$ cat config.mk
export PLATFORM = sky130hd
export DESIGN_NAME = imem_loader_flat
export DESIGN_NICKNAME = d
export VERILOG_FILES = /design/src/rtl/imem_loader_pkg.sv /design/src/rtl/imem_loader_if.sv /design/src/rtl/imem_loader_word_assembler.sv /design/src/rtl/imem_loader.sv /design/src/flat_wrapper.sv
export SDC_FILE = /design/constraint.sdc
export NUM_CORES = 1
export LEC_CHECK = 0
export ABC_AREA = 1
export BUFFER_PORTS_ARGS = -buffer_cell sky130_fd_sc_hd__buf_2
export CAP_MARGIN = 20
export CORE_ASPECT_RATIO = 1.2
export CORE_MARGIN = 8
export CORE_UTILIZATION = 45
export CTS_BUF_LIST = sky130_fd_sc_hd__clkbuf_8 sky130_fd_sc_hd__clkbuf_16
export CTS_CLUSTER_DIAMETER = 60
export CTS_CLUSTER_SIZE = 12
export DETAILED_ROUTE_END_ITERATION = 8
export PLACE_DENSITY_LB_ADDON = 0.3
export SKIP_LAST_GASP = 1
export SYNTH_ARGS = -nofsm -noshare
export SYNTH_HDL_FRONTEND = slang
export SYNTH_SLANG_ARGS = --single-unit
$ cat constraint.sdc
create_clock -name clk -period 1.3 [get_ports clk]
set_input_delay 0.26 -clock clk [delete_from_list [all_inputs] [get_ports clk]]
set_output_delay 0.26 -clock clk [all_outputs]
set_load 0.005 [all_outputs]
$ cat src/rtl/imem_loader_pkg.sv
// Shared types and frame constants for the boot-time instruction memory loader.
package imem_loader_pkg;

    typedef enum logic [2:0] {
        S_CNT_LO,
        S_CNT_HI,
        S_DATA,
        S_CSUM,
        S_DONE,
        S_ERROR
    } loader_state_t;

    localparam int CNT_BYTES      = 2;
    localparam int BYTES_PER_WORD = 4;

endpackage

$ cat src/rtl/imem_loader_if.sv
// Byte-stream input and instruction RAM write port of the loader.
interface imem_loader_if #(
    parameter int ADDR_W = 5
) ();
    logic              in_valid;
    logic [7:0]        in_data;
    logic              in_ready;
    logic              wr_en;
    logic [ADDR_W-1:0] wr_addr;
    logic [31:0]       wr_data;

    modport master (
        output in_valid, in_data,
        input  in_ready, wr_en, wr_addr, wr_data
    );

    modport slave (
        input  in_valid, in_data,
        output in_ready, wr_en, wr_addr, wr_data
    );
endinterface

$ cat src/rtl/imem_loader_word_assembler.sv
// Little-endian byte-to-word assembler; the fourth byte is merged combinationally
// so the completed word is available in the same cycle as word_complete.
module word_assembler
    import imem_loader_pkg::*;
(
    input  logic        clk,
    input  logic        reset,
    input  logic        clear,
    input  logic        shift_en,
    input  logic [7:0]  byte_in,
    output logic [31:0] word,
    output logic        word_complete
);

    localparam logic [1:0] LAST_IDX = 2'(BYTES_PER_WORD - 1);

    logic [1:0]  byte_idx;
    logic [23:0] word_q;

    assign word_complete = shift_en && (byte_idx == LAST_IDX);
    assign word          = {byte_in, word_q};

    always_ff @(posedge clk) begin
        if (reset || clear) begin
            byte_idx <= '0;
            word_q   <= '0;
        end else if (shift_en) begin
            byte_idx <= byte_idx + 2'd1;
            word_q   <= {byte_in, word_q[23:8]};
        end
    end

endmodule

$ cat src/rtl/imem_loader.sv
// Framed byte-stream loader for the instruction RAM; holds the CPU in reset
// until a whole frame with a matching XOR checksum has been written.
//
// state    | meaning
// S_CNT_LO | waiting for low byte of the word count
// S_CNT_HI | waiting for high byte; count is range-checked here
// S_DATA   | receiving payload bytes, one RAM write per 4 bytes
// S_CSUM   | waiting for checksum byte
// S_DONE   | frame verified, CPU released (terminal until restart)
// S_ERROR  | frame rejected, CPU held (terminal until restart)
module imem_loader
    import imem_loader_pkg::*;
#(
    parameter int DEPTH  = 32,
    parameter int ADDR_W = $clog2(DEPTH)
) (
    input  logic          clk,
    input  logic          reset,
    imem_loader_if.slave  bus,
    input  logic          restart,
    output logic          cpu_hold,
    output logic          done,
    output logic          error
);

    localparam int                CNT_W   = 8 * CNT_BYTES;
    localparam logic [CNT_W-1:0]  DEPTH_C = CNT_W'(DEPTH);
    localparam logic [ADDR_W:0]   ONE_W   = (ADDR_W + 1)'(1);

    loader_state_t     state;
    logic              in_ready_q;
    logic              wr_en_q;
    logic [ADDR_W-1:0] wr_addr_q;
    logic [31:0]       wr_data_q;
    logic              cpu_hold_q;
    logic              done_q;
    logic              error_q;

    logic [7:0]        cnt_lo;
    logic [ADDR_W:0]   cnt_last;
    logic [ADDR_W:0]   word_idx;
    logic [7:0]        csum;

    logic              xfer;
    logic [CNT_W-1:0]  n_cnt;
    logic              asm_clear;
    logic              asm_shift;
    logic [31:0]       asm_word;
    logic              asm_complete;

    assign xfer      = bus.in_valid && in_ready_q;
    assign n_cnt     = {bus.in_data, cnt_lo};
    assign asm_clear = xfer && (state == S_CNT_HI);
    assign asm_shift = xfer && (state == S_DATA);

    word_assembler u_word_assembler (
        .clk           (clk),
        .reset         (reset),
        .clear         (asm_clear),
        .shift_en      (asm_shift),
        .byte_in       (bus.in_data),
        .word          (asm_word),
        .word_complete (asm_complete)
    );

    always_ff @(posedge clk) begin
        if (reset) begin
            state      <= S_CNT_LO;
            in_ready_q <= 1'b1;
            wr_en_q    <= 1'b0;
            wr_addr_q  <= '0;
            wr_data_q  <= '0;
            cpu_hold_q <= 1'b1;
            done_q     <= 1'b0;
            error_q    <= 1'b0;
            cnt_lo     <= '0;
            cnt_last   <= '0;
            word_idx   <= '0;
            csum       <= '0;
        end else begin
            wr_en_q <= 1'b0;
            case (state)
                S_CNT_LO: begin
                    if (xfer) begin
                        cnt_lo <= bus.in_data;
                        state  <= S_CNT_HI;
                    end
                end
                S_CNT_HI: begin
                    if (xfer) begin
                        if (n_cnt == '0 || n_cnt > DEPTH_C) begin
                            state      <= S_ERROR;
                            error_q    <= 1'b1;
                            in_ready_q <= 1'b0;
                        end else begin
                            state    <= S_DATA;
                            cnt_last <= n_cnt[ADDR_W:0] - ONE_W;
                            word_idx <= '0;
                            csum     <= '0;
                        end
                    end
                end
                S_DATA: begin
                    if (xfer) begin
                        csum <= csum ^ bus.in_data;
                        if (asm_complete) begin
                            wr_en_q   <= 1'b1;
                            wr_addr_q <= word_idx[ADDR_W-1:0];
                            wr_data_q <= asm_word;
                            word_idx  <= word_idx + ONE_W;
                            if (word_idx == cnt_last) begin
                                state <= S_CSUM;
                            end
                        end
                    end
                end
                S_CSUM: begin
                    if (xfer) begin
                        in_ready_q <= 1'b0;
                        if (bus.in_data == csum) begin
                            state      <= S_DONE;
                            done_q     <= 1'b1;
                            cpu_hold_q <= 1'b0;
                        end else begin
                            state   <= S_ERROR;
                            error_q <= 1'b1;
                        end
                    end
                end
                S_DONE, S_ERROR: begin
                    if (restart) begin
                        state      <= S_CNT_LO;
                        in_ready_q <= 1'b1;
                        cpu_hold_q <= 1'b1;
                        done_q     <= 1'b0;
                        error_q    <= 1'b0;
                    end
                end
                default: begin
                    state <= S_CNT_LO;
                end
            endcase
        end
    end

    assign bus.in_ready = in_ready_q;
    assign bus.wr_en    = wr_en_q;
    assign bus.wr_addr  = wr_addr_q;
    assign bus.wr_data  = wr_data_q;
    assign cpu_hold     = cpu_hold_q;
    assign done         = done_q;
    assign error        = error_q;

endmodule

$ cat src/flat_wrapper.sv
// flat-port wrapper written by rule: the top's interface ports become plain ports
module imem_loader_flat import imem_loader_pkg::*;
#(
    parameter int DEPTH  = 32,
    parameter int ADDR_W = $clog2(DEPTH)
)
  (clk, reset, restart, cpu_hold, done, error, bus_in_valid, bus_in_data, bus_in_ready, bus_wr_en, bus_wr_addr, bus_wr_data);
  imem_loader_if #(.ADDR_W(ADDR_W)) bus_i ();
  input  logic clk;
  input  logic reset;
  input  logic restart;
  output logic cpu_hold;
  output logic done;
  output logic error;
  input wire logic [$bits(bus_i.in_valid)-1:0] bus_in_valid;
  input wire logic [$bits(bus_i.in_data)-1:0] bus_in_data;
  output wire logic [$bits(bus_i.in_ready)-1:0] bus_in_ready;
  output wire logic [$bits(bus_i.wr_en)-1:0] bus_wr_en;
  output wire logic [$bits(bus_i.wr_addr)-1:0] bus_wr_addr;
  output wire logic [$bits(bus_i.wr_data)-1:0] bus_wr_data;
  assign bus_i.in_valid = bus_in_valid;
  assign bus_i.in_data = bus_in_data;
  assign bus_in_ready = bus_i.in_ready;
  assign bus_wr_en = bus_i.wr_en;
  assign bus_wr_addr = bus_i.wr_addr;
  assign bus_wr_data = bus_i.wr_data;
  imem_loader #(.DEPTH(DEPTH), .ADDR_W(ADDR_W)) u_core (.clk(clk), .reset(reset), .bus(bus_i), .restart(restart), .cpu_hold(cpu_hold), .done(done), .error(error));
endmodule
* After elaboration in Yosys (flattened, before gate mapping)
Cells that the tools add are included.
** Storage, ports and cells
- Output and inout port bits :: 42
- Flip-flop bits (word level) :: 99
- Logic and storage cells :: 100
** Cells by class
- Equal/unequal tests :: 19
- Reductions and logical operators :: 22
- Mux-type cells :: 37
- Bitwise operators :: 4
- $lt $le $gt $ge :: 1
- Add/sub/neg operators :: 3
** Operators with widths (count)
- $mux 3 :: 8
- $mux 6 :: 4
- $mux 8 :: 3
- $gt 16x6->1 const B :: 1
- $logic_not 16->1 :: 1
- $pmux 8 s2 :: 1
- $mux 1 :: 15
- $pmux 3 s5 :: 1
- $ne 2x1->1 const B :: 6
- $pmux 6 s2 :: 1
- $ne 2x2->1 const B :: 5
- $reduce_and 5->1 :: 2
- $eq 8x8->1 :: 1
- $reduce_and 4->1 :: 2
- $xor 8x8->8 :: 1
- $reduce_and 7->1 :: 1
- $add 6x1->6 const B :: 1
- $eq 3x2->1 const B :: 2
- $eq 3x3->1 const B :: 2
- $eq 6x6->1 :: 1
- $pmux 1 s3 :: 2
- $reduce_and 3->1 :: 2
- $reduce_and 6->1 :: 1
- $sub 6x1->6 const B :: 1
- other kinds (13) :: 21

* Depth between registers and ports, before layout
- Word-level depth :: 6
- Depth in mapped cells :: 11
- Depth with buffers taken out :: 11

* Hierarchy
From an unflattened synthesis, not the netlist that was laid out.
** Unflattened totals
- Cells, all modules :: 633
- Area, all modules :: 4388.0 um^2
** By module, submodules not included
- imem_loader :: area each 3225.6 um^2, seq. area each 1461.4 um^2, instances 1, cells each 458
- word_assembler :: area each 1162.4 um^2, seq. area each 520.5 um^2, instances 1, cells each 175

* Least setup slack after synthesis
No wires, ideal clock.
- Path kind :: reg-to-reg
- Start point :: register u_core.cnt_lo[0]
- End point :: register u_core.csum[2]
- Arrival time :: 1.312 ns
- Period minus slack after synthesis :: 1.444 ns
- Path slack :: -0.144 ns
- Path buffers :: 1
- Stages on the path, launching flop included :: 12
- Path through :: dfxtp_1 > inv_1 > ha_1 > nand2_1 > nor2_1 > nor2_1 > nand3_1 > nand2_1 > buf_4 > inv_2 > nand2_1 > a21oi_1
** Between the ends
- Longest elaborated chain between the ends :: 4
** Ends and longest elaborated chain
- start: declaration :: line imem_loader.sv:39 : logic [7:0] cnt_lo;
- start signal: assignment :: line imem_loader.sv:85 : cnt_lo <= bus.in_data;
- $gt 16x6->1 or $logic_not 16->1 (tied branches) :: line imem_loader.sv:91 : if (n_cnt == '0 || n_cnt > DEPTH_C) begin
- $logic_or 1x1->1 * :: line imem_loader.sv:91
- $ne 2x2->1 (no source line) *
- $reduce_and 4->1 (no source line) *
- end signal: assignment :: line imem_loader.sv:105 : csum <= csum ^ bus.in_data;
- end: declaration :: line imem_loader.sv:42 : logic [7:0] csum;
Every way passes the cells marked *; elsewhere a longest branch is shown, timed or not.
A chain may end at the register's enable or synchronous reset.

* Final worst setup path
- Start point :: register u_core.cnt_lo[6]
- End point :: register u_core.csum[7]
The elaborated chain is that of the path after synthesis.

==> results_dict.tcl <==
set metrics [dict create \
    internal_power_mw 4.24 \
    max_freq_ghz 0.688 \
    setup_viol 95 \
    rsz0062_at_grt "true" \
    cp.required_ns 1.57 \
    p_seq_share_pct 52.6 \
    hold-path-endpoint "u_core.csum[5]$_SDFFE_PP0P_" \
    wl_per_cell_um 14.9 \
    dieWidth_um 103 \
    stdcell_count 795 \
    regToRegSetupSlack_ns -0.15 \
    pwr-share-comb_pct 15.8 \
    period_minus_slack_ns 1.45 \
    clk-insertion-delay-late_ns 0.38 \
    drtIter0Drc 200 \
    ant_nets 0 \
    critPathKind "reg2reg" \
    grt_pass1_vias 3842 \
    netlist_top_cells_area "dfxtp_1 48%, nand2_1 9.6%, a21oi_1 8.3%, o21ai_0 6.8%, inv_1 6.4%" \
    drive_gt1_share_pct 37.5 \
    hold_path_depth 4 \
    multi_input_area_mm2 0.00207 \
    worst_pin_slew_ns 0.306 \
    power_frac_clock_pct 31.6 \
    finalPower_mw 5.98 \
    cts_hold_buffers 0 \
    die_area_mm2 0.0125 \
    final_area_mm2 0.00574 \
    cts_max_level 3 \
    core-area_mm2 0.00894 \
    syn_nets 563 \
    synth_top_area_share_pct 48.3 \
    critPathLaunchType "flop" \
    final_nets 686 \
    clock_path_buffers 2 \
    power_density_mw_per_mm2 1040 \
    leakage_nw 2.48 \
    viasPerCell 5.09 \
    grt_pass1_wl_mm 17.6 \
    maxSlewViolCount 0 \
    cp_max_fo 6 \
    crit_path_end_kind "flop" \
    status "finished, violations left" \
    ys_seq_elements 99 \
    critical_path_arrival_ns 1.72 \
    register_area_mm2 0.00200 \
    worst_slack_ns -0.153 \
    syn_area_per_cell_um2 7.51 \
    path_clk_slew_ns 0.10 \
    hold_start "bus_in_data[5]" \
    drc 0 \
    r2r_end "u_core.csum[7]$_SDFFE_PP0P_" \
    die_y_um 121 \
    grt_max_degree 42 \
    rows 38 \
    dp_hpwl_mm 7.63 \
    vias 4048 \
    synth_area_mm2 0.00411 \
    fin_hold_ws_ns 0.223 \
    grt-ovfl-total 0 \
    ys_seq_area_share_pct 48.3 \
    cts_buffers 9 \
    final_util_pct 64.2 \
    yosysUniqueCellTypes 27 \
    drt-total-wl_mm 11.8 \
    numPortBuffers 53 \
    reg2reg_from "u_core.cnt_lo[6]$_SDFFE_PP0P_" \
    root_buffer "clkbuf_8" \
    ir_worst_vdd_mv 0.527 \
    swShare_pct 29.0 \
    violations "setup timing" \
    finalHoldViolations 0 \
    io_pins 54 \
    fillCellCount 798 \
    dp_cells 767 \
    dr.pass1.iters 4 \
    synthCells 547 \
    clock_skew_ns 0.0105 \
    start_util_pct 45.9 \
    antenna_found_initial 0 \
    finalWeightedCongestion 0.870 \
    cts_sinks 99 \
    placed_area_mm2 0.00502 \
    syn_to_final_growth_pct 39.8 \
    worstHoldPathType "in2reg" \
    period_share_pct 112 \
    cts_tree "yes" \
    yosysTopAreaCell "dfxtp_1" \
    ff2ff_path_depth 9 \
    antenna_cells 0 \
    max-cap-violations 0 \
    ys_warn_count 0 \
    maxSlewHeadroom_pct 79.4 \
    p_switching_mw 1.73 \
    grtUsageTotal_pct 17.9 \
]
timing repair:
| action | CTS | global route |
|---|---|---|
| buffers inserted | 1 | 5 |
| endpoints found under the hold margin | 0 | 0 |
| pin swaps | 7 | 13 |
| gates resized for setup | 44 | 96 |
| endpoints found under the setup margin | 89 | 98 |
| cloned | 1 | 5 |
worst max-delay path: stages (launching register included):
cell and delay (ns):
dfxtp_2 0.35, nor2_4 0.18, nand2_2 0.09, o21ai_4 0.19, nand3_4 0.11, nand2_4 0.11
buf_8 0.14, inv_8 0.05, nand2_4 0.06, a21oi_2 0.06
routing by layer:
| metal | vias up | global-route usage, % | wire [µm] | part of all wire [%] |
|---|---|---|---|---|
| met5 | - | 0 | 0 | 0 |
| met4 | 0 | 8.70 | 274 | 2.3 |
| met3 | 19 | 2.47 | 552 | 4.7 |
| met2 | 101 | 30.8 | 6210 | 53 |
| met1 | 1913 | 21.0 | 4790 | 40 |
| li1 | 2015 | - | - | - |
worst max-delay path by stage:
stage                                             start                               to  slack, ns  depth (start not counted)
after CTS                 u_core.cnt_lo[0]$_SDFFE_PP0P_  u_core.word_idx[4]$_SDFFE_PP0P_      -0.14                         10
after global placement                   bus_in_data[1]     u_core.cpu_hold$_SDFFE_PP1P_      -0.19                         10
after detailed placement                 bus_in_data[1]  u_core.word_idx[4]$_SDFFE_PP0P_      -0.23                         11
final                     u_core.cnt_lo[6]$_SDFFE_PP0P_      u_core.csum[7]$_SDFFE_PP0P_      -0.15                          9
after global routing      u_core.cnt_lo[6]$_SDFFE_PP0P_  u_core.word_idx[3]$_SDFFE_PP0P_      -0.22                          8
after floorplan           u_core.cnt_lo[0]$_SDFFE_PP0P_      u_core.csum[2]$_SDFFE_PP0P_      -0.07                         11
cell usage after synthesis, drive strengths merged:
| library cell | count |
|---|---|
| clkbuf | 13 |
| nor3 | 3 |
| nand4 | 1 |
| nand2 | 108 |
| nand3b | 1 |
| inv | 75 |
| clkinv | 1 |
| xor2 | 6 |
| a21oi | 68 |
| o21a | 1 |
| o21ai | 79 |
| nor2 | 32 |
| nand3 | 43 |
| buf | 10 |
| xnor2 | 3 |
| dfxtp | 99 |
| ha | 4 |
flip-flops by register name, summed over array words and instances, names as in the netlist:
name,flops
u_core.bus.in_ready,1
u_core.bus.wr_addr,5
u_core.bus.wr_data,32
u_core.bus.wr_en,1
u_core.cnt_last,6
u_core.cnt_lo,8
u_core.cpu_hold,1
u_core.csum,8
u_core.done,1
u_core.error,1
u_core.state,3
u_core.u_word_assembler.byte_idx,2
u_core.u_word_assembler.word_q,24
u_core.word_idx,6
per-stage QoR:
stage                     worst slack [ns]  setup TNS, ns
final                               -0.153          -7.88
after global routing                -0.221         -13.80
after CTS                           -0.143          -5.66
after detailed placement            -0.232          -6.15
after global placement              -0.189          -4.81
after floorplan                    -0.0689         -0.914
placed cells by master, fill, tap and decap left out, types with 19 or more instances in the layout:
| cell | netlist | routed |
|---|---|---|
| nand2_1 | 105 | 91 |
| dfxtp_1 | 99 | 91 |
| inv_1 | 70 | 63 |
| buf_4 | 3 | 63 |
| a21oi_1 | 68 | 58 |
| buf_2 | 5 | 53 |
| nand3_1 | 43 | 37 |
| o21ai_2 | 10 | 31 |
| o21ai_1 | 13 | 25 |
| o21ai_0 | 56 | 21 |
| nor2_1 | 28 | 19 |
cell type report:
type	count	share of cell area (%)
sequential	99	34.8
clock inverter	7	1.07
clock buffer	9	2.16
inverter	76	5.14
timing repair buffer	135	18.2
tap	120	2.62
multi-input combinational	349	36.0
cells by family after synthesis:
| family | Yosys count | synth area share [%] |
|---|---|---|
| compound gates | 148 | 19.0 |
| simple gates | 188 | 20.1 |
| flops | 99 | 48.3 |
| buf+inv | 99 | 9.48 |
| fa+ha+maj | 4 | 1.22 |
| xor+xnor | 9 | 1.92 |
power groups by stage:
| stage | combinational [mW] | sequential (mW) | clock (mW) |
|---|---|---|---|
| 3_3_place_gp | 0.667 | 3.19 | 0 |
| 2_1_floorplan | 0.372 | 3.19 | 0 |
| 3_5_place_dp | 0.680 | 3.19 | 0 |
| 4_1_cts | 0.747 | 3.13 | 1.92 |
| 5_1_grt | 1.03 | 3.15 | 2.04 |
| 6_report | 0.947 | 3.14 | 1.89 |
No activity file was read; power rests on OpenSTA's default activity.
